[config.mk]
export PLATFORM = sky130hd
export DESIGN_NAME = ex_dispatch_stage
export DESIGN_NICKNAME = d
export VERILOG_FILES = /design/src/rtl/ex_dispatch_stage.sv
export SDC_FILE = /design/constraint.sdc
export NUM_CORES = 1
export LEC_CHECK = 0
export ABC_AREA = 1
export CORE_ASPECT_RATIO = 1.5
export CORE_UTILIZATION = 52
export DETAILED_ROUTE_END_ITERATION = 10
export GPL_TIMING_DRIVEN = 0
export HOLD_SLACK_MARGIN = 0.08
export PLACE_DENSITY = 0.78
export SLEW_MARGIN = 20
export SYNTH_ARGS = -nofsm -noshare
export SYNTH_HDL_FRONTEND = slang
export SYNTH_SLANG_ARGS = --single-unit
[constraint.sdc]
create_clock -name cpu_clock_i -period 13.7 [get_ports cpu_clock_i]
set_clock_uncertainty 0.2 [all_clocks]
set_input_delay 2.74 -clock cpu_clock_i [delete_from_list [all_inputs] [get_ports cpu_clock_i]]
set_output_delay 2.74 -clock cpu_clock_i [all_outputs]
set_load 0.02 [all_outputs]
[src/rtl/ex_dispatch_stage.sv]
// ex_dispatch_stage: register-read / dispatch stage. Reads rs1/rs2 from the PRF,
// picks operand B and parks the uop in one of NUM_CH channels, each a
// two-entry main + skid buffer, so execution units backpressure without a
// combinational ready path back to issue.
// Ports:
//   cpu_clock_i, cpu_reset_i (async, active high), flush_i
//   data_i {rs2, rs1, rsvd, rob}, valid_i / ready_o  issue handshake
//   rob_o, rs1_o, rs2_o          combinational field slices of data_i
//   rs1_data_i, rs2_data_i, opcode_i, imm_i, immediate_i, dest_i, ch_i
//   ex_*_o, ex_valid_o / ex_ready_i  per-channel packets (channel c at slice c)
//   bad_ch_o                     one-cycle pulse when ch_i names no channel
module ex_dispatch_stage #(
    parameter int                NUM_CH   = 2,
    parameter int                XLEN     = 32,
    parameter int                ROB_W    = 5,
    parameter int                PRF_W    = 6,
    parameter int                OPC_W    = 7,
    parameter logic [NUM_CH-1:0] IMM_MASK = NUM_CH'(1),
    parameter int                CH_W     = (NUM_CH > 1) ? $clog2(NUM_CH) : 1
) (
    input  logic                      cpu_clock_i,
    input  logic                      cpu_reset_i,
    input  logic                      flush_i,
    input  logic [ROB_W+2*PRF_W:0]    data_i,
    input  logic                      valid_i,
    output logic                      ready_o,
    output logic [ROB_W-1:0]          rob_o,
    output logic [PRF_W-1:0]          rs1_o,
    output logic [PRF_W-1:0]          rs2_o,
    input  logic [XLEN-1:0]           rs1_data_i,
    input  logic [XLEN-1:0]           rs2_data_i,
    input  logic [OPC_W-1:0]          opcode_i,
    input  logic                      imm_i,
    input  logic [XLEN-1:0]           immediate_i,
    input  logic [PRF_W-1:0]          dest_i,
    input  logic [CH_W-1:0]           ch_i,
    output logic [NUM_CH*XLEN-1:0]    ex_a_o,
    output logic [NUM_CH*XLEN-1:0]    ex_b_o,
    output logic [NUM_CH*OPC_W-1:0]   ex_opc_o,
    output logic [NUM_CH*ROB_W-1:0]   ex_rob_o,
    output logic [NUM_CH*PRF_W-1:0]   ex_dest_o,
    output logic [NUM_CH-1:0]         ex_valid_o,
    input  logic [NUM_CH-1:0]         ex_ready_i,
    output logic                      bad_ch_o
);

    typedef struct packed {
        logic [XLEN-1:0]  a;
        logic [XLEN-1:0]  b;
        logic [OPC_W-1:0] opc;
        logic [ROB_W-1:0] rob;
        logic [PRF_W-1:0] dest;
    } pkt_t;

    logic              ch_ok;
    logic              use_imm;
    logic              accept;
    logic [NUM_CH-1:0] skid_v;
    logic              unused_rsvd;
    pkt_t              new_pkt;

    assign rob_o       = data_i[ROB_W-1:0];
    assign unused_rsvd = data_i[ROB_W];
    assign rs1_o       = data_i[ROB_W+1 +: PRF_W];
    assign rs2_o       = data_i[ROB_W+1+PRF_W +: PRF_W];

    // An unmatched ch_i leaves ready_o high so the bad uop is consumed.
    always_comb begin
        ch_ok   = 1'b0;
        ready_o = 1'b1;
        use_imm = 1'b0;
        for (int c = 0; c < NUM_CH; c++) begin
            if (ch_i == CH_W'(c)) begin
                ch_ok   = 1'b1;
                ready_o = !skid_v[c];
                use_imm = imm_i & IMM_MASK[c];
            end
        end
    end

    assign accept = valid_i & ready_o & !flush_i & ch_ok;

    always_comb begin
        new_pkt      = '0;
        new_pkt.a    = rs1_data_i;
        new_pkt.b    = use_imm ? immediate_i : rs2_data_i;
        new_pkt.opc  = opcode_i;
        new_pkt.rob  = rob_o;
        new_pkt.dest = dest_i;
    end

    for (genvar c = 0; c < NUM_CH; c++) begin : g_ch
        logic sel;
        logic drain;
        logic main_v_r;
        logic skid_v_r;
        pkt_t main_r;
        pkt_t skid_r;

        assign sel   = accept & (ch_i == CH_W'(c));
        assign drain = main_v_r & ex_ready_i[c];

        // A full skid forces ready_o low, so sel never coincides with
        // the skid-to-main move.
        always_ff @(posedge cpu_clock_i or posedge cpu_reset_i) begin
            if (cpu_reset_i) begin
                main_v_r <= 1'b0;
                skid_v_r <= 1'b0;
                main_r   <= '0;
                skid_r   <= '0;
            end else if (flush_i) begin
                main_v_r <= 1'b0;
                skid_v_r <= 1'b0;
            end else if (skid_v_r && drain) begin
                main_r   <= skid_r;
                skid_v_r <= 1'b0;
            end else if (sel && (!main_v_r || drain)) begin
                main_r   <= new_pkt;
                main_v_r <= 1'b1;
            end else if (sel) begin
                skid_r   <= new_pkt;
                skid_v_r <= 1'b1;
            end else if (drain) begin
                main_v_r <= 1'b0;
            end
        end

        assign skid_v[c]                   = skid_v_r;
        assign ex_valid_o[c]               = main_v_r;
        assign ex_a_o[c*XLEN +: XLEN]      = main_r.a;
        assign ex_b_o[c*XLEN +: XLEN]      = main_r.b;
        assign ex_opc_o[c*OPC_W +: OPC_W]  = main_r.opc;
        assign ex_rob_o[c*ROB_W +: ROB_W]  = main_r.rob;
        assign ex_dest_o[c*PRF_W +: PRF_W] = main_r.dest;
    end

    always_ff @(posedge cpu_clock_i or posedge cpu_reset_i) begin
        if (cpu_reset_i) begin
            bad_ch_o <= 1'b0;
        end else begin
            bad_ch_o <= valid_i & !flush_i & !ch_ok;
        end
    end

endmodule

==> run summary <==
Die W - 142 um
Period utilization - 0.530
DR vias/cell - 5.47
HP Class - flop to flop
Final nets - 2423
P_int - 2040 uW
Synth Register Bits - 332
ANT cells - 0
Clk pwr share - 0.335
Clk sinks - 332
Final-report hold violation count - 0
Net Count, Synth - 2085
Detailed Route WL - 48900 um
Final setup vio count - 0
Period minus WS final - 7260 ps
CP endpoint kind - output port
GRT overflow - 0
Crit path arrival time - 4320 ps
Switch Pwr - 866 uW
Clock slew at reported path FFs - 60 ps
Core box area - 28900 um^2
Row cnt - 76
Unique masters post-synth - 20
Ratio of cells with drive above 1 in the final layout - 0.0713
Post-route antenna net violation count - 0
Die H - 212 um
Effective utilization at floorplan - 0.531
Global-route wire length before repair - 76300 um
H-tree depth - 1
Power Dens Cells - 145 nW/um^2
Leakage - 0.0104 uW
Unrepaired setup endpoints after global routing - no
MaxCap Viol Count - 0
Final HPWL DP - 35300 um
Total power - 2910 uW
Crit-path max cell delay - 540 ps
# DRC - 0
Syn-to-layout area delta - 31.0%
Routability cong. - 0.902
CP Class - primary input to output port
Clock buffer depth - 3
Routed vias - 14800
CTS Buf Count - 31
Initial antenna violation count - 0
Worst slew margin - 0.521
Switching Share - 0.298
F_max - 138 MHz
Post-CTS Resized - 0
Clk root buf - clkbuf_16
Critical path data required time - 10760 ps
Synth Cell Area - 15300 um^2
Setup TNS - 0 ps
Vias in the first global route - 15000
Max-slew violation count - 0
Status - completed
1st-pass router iterations - 7
I/O Buffers - 302
Top Ports - 320
Flop-to-flop setup slack - 11540 ps
Final hold slack - 278 ps
Flop pwr share - 0.435
Worst-margin pin slew - 717 ps
Die area - 30200 um^2
Crit Path Max Fanout - 7
Syn Inst Count - 1950
Post-CTS setup buffer count - 0
Cts hold-fix bufs - 0
GR Util All Layers - 0.326
Initial drt markers - 1047
Combinational Power Share - 0.229
Post-Syn Area per Cell - 7.87 um^2
CP most frequent cell - clkdlybuf4s50_1
Largest net degree at the start of global routing - 100
Ys Warns - 0
Worst setup SP type - primary input
Clock latency on the worst-skew pair - 580 ps
Sequential element share of the synthesized area - 0.542
CTS tree - done
Slowest cell on crit path - clkdlybuf4s50_1
CP cell instances - clkdlybuf4s50_1 > inv_2 > nor2_2 > or2_2 > clkdlybuf4s50_1
VDD IR max - 192 uV
WL/cell - 18.1 um
[path summary, 6_finish.rpt]
kind,startpoint,endpoint,depth (start not counted)
worst max-delay path,ch_i,ready_o,5
worst min-delay path,ex_b_o[20],ex_b_o[20],2
worst max register to register,g_ch[1].skid_v_r,ex_b_o[59],7
worst min register to register,ex_b_o[20],ex_b_o[20],2
max in group asynchronous,cpu_reset_i,ex_b_o[52],4
min in group asynchronous,cpu_reset_i,ex_dest_o[3],2
[synth_stat cells]
cell type	instances	area share
nand2_1	711	0.17
dfrtp_1	332	0.54
nand3_1	180	0.059
o21ai_0	133	0.043
inv_1	121	0.030
a21oi_1	102	0.033
nor2_1	101	0.025
nand4_1	68	0.028
buf_2	65	0.021
clkbuf_1	58	0.014
buf_4	31	0.015
o21ai_1	31	0.010
buf_1	6	0.0015
inv_2	2	0.00049
nand3_2	2	0.0013
nor2_2	2	0.00082
o211ai_1	2	0.00098
buf_6	1	0.00073
conb_1	1	0.00024
or2_2	1	0.00041
[per-layer routing]
layer	vias to the layer above	track usage	wire, um
met2	631	0.579	24800
met4	0	0.186	2730
li1	6908	-	-
met3	149	0.0446	3170
met1	7094	0.376	18200
met5	-	0	0
[area by class of cell]
type | instances | area [um^2]
buffer | 161 | 810
clock buffer | 41 | 903
clock inverter | 17 | 256
fill | 2426 | 8800
inverter | 123 | 469
multi-input combinational | 1334 | 5760
sequential | 332 | 8310
tap | 390 | 488
timing repair buffer | 305 | 3110
[power groups by stage]
| stage | combinational (uW) | sequential [uW] | clock, uW |
|---|---|---|---|
| after floorplan | 229 | 1380 | 0 |
| final | 666 | 1270 | 975 |
| after global placement | 648 | 1270 | 0 |
| after CTS | 670 | 1260 | 985 |
| after global routing | 725 | 1280 | 1020 |
| after detailed placement | 666 | 1280 | 0 |
[critical path: cells and delay by family]
kind / cells / cell delay (ps)
AND/OR/NAND/NOR: 2 / 370
buffers and inverters: 3 / 1210
[cells by family (layout without fill, tap and decap cells)]
family                 Yosys count  count (layout)  share of synthesized area
buffers and inverters          284             647                     0.0829
AO/OA/AOI/OAI                  268             268                     0.0878
AND/OR/NAND/NOR               1065            1065                      0.288
flip-flops                     332             332                      0.542
other                            1               1                   0.000244
[sequential cells by signal, summed over array words and instances, names as in the netlist]
| signal | cells |
|---|---|
| ex_a_o | 64 |
| ex_b_o | 64 |
| ex_dest_o | 12 |
| ex_opc_o | 14 |
| ex_rob_o | 10 |
| g_ch.main_v_r | 2 |
| g_ch.skid_r | 164 |
| g_ch.skid_v_r | 2 |
[cell usage in the layout (no fill, tap or decap), types with 3 or more instances in the layout]
master and n:
clkbuf_8 9, clkbuf_16 31, a21oi_1 102, clkinv_4 3
bufinv_16 6, nand3_1 180, buf_2 65, buf_16 3
nand4_1 68, clkdlybuf4s50_1 302, nor2_1 101, clkinv_2 5
dfrtp_1 332, inv_1 120, buf_1 6, buf_4 31
nand2_1 711, o21ai_1 31, o21ai_0 133, clkbuf_1 59
[metrics by stage]
| step | util | setup WS [ps] | cells | area (um^2) |
|---|---|---|---|---|
| 2_1_floorplan | - | 1560 | 1950 | 15300 |
| 3_3_place_gp | 0.652 | -2220 | 2642 | 18900 |
| 3_5_place_dp | 0.655 | 6460 | 2645 | 18900 |
| 4_1_cts | 0.695 | 6450 | 2703 | 20100 |
| 5_1_grt | 0.695 | 6390 | 2703 | 20100 |
| 6_report | 0.695 | 6440 | 2703 | 20100 |
No activity file was read; power rests on OpenSTA's default activity.
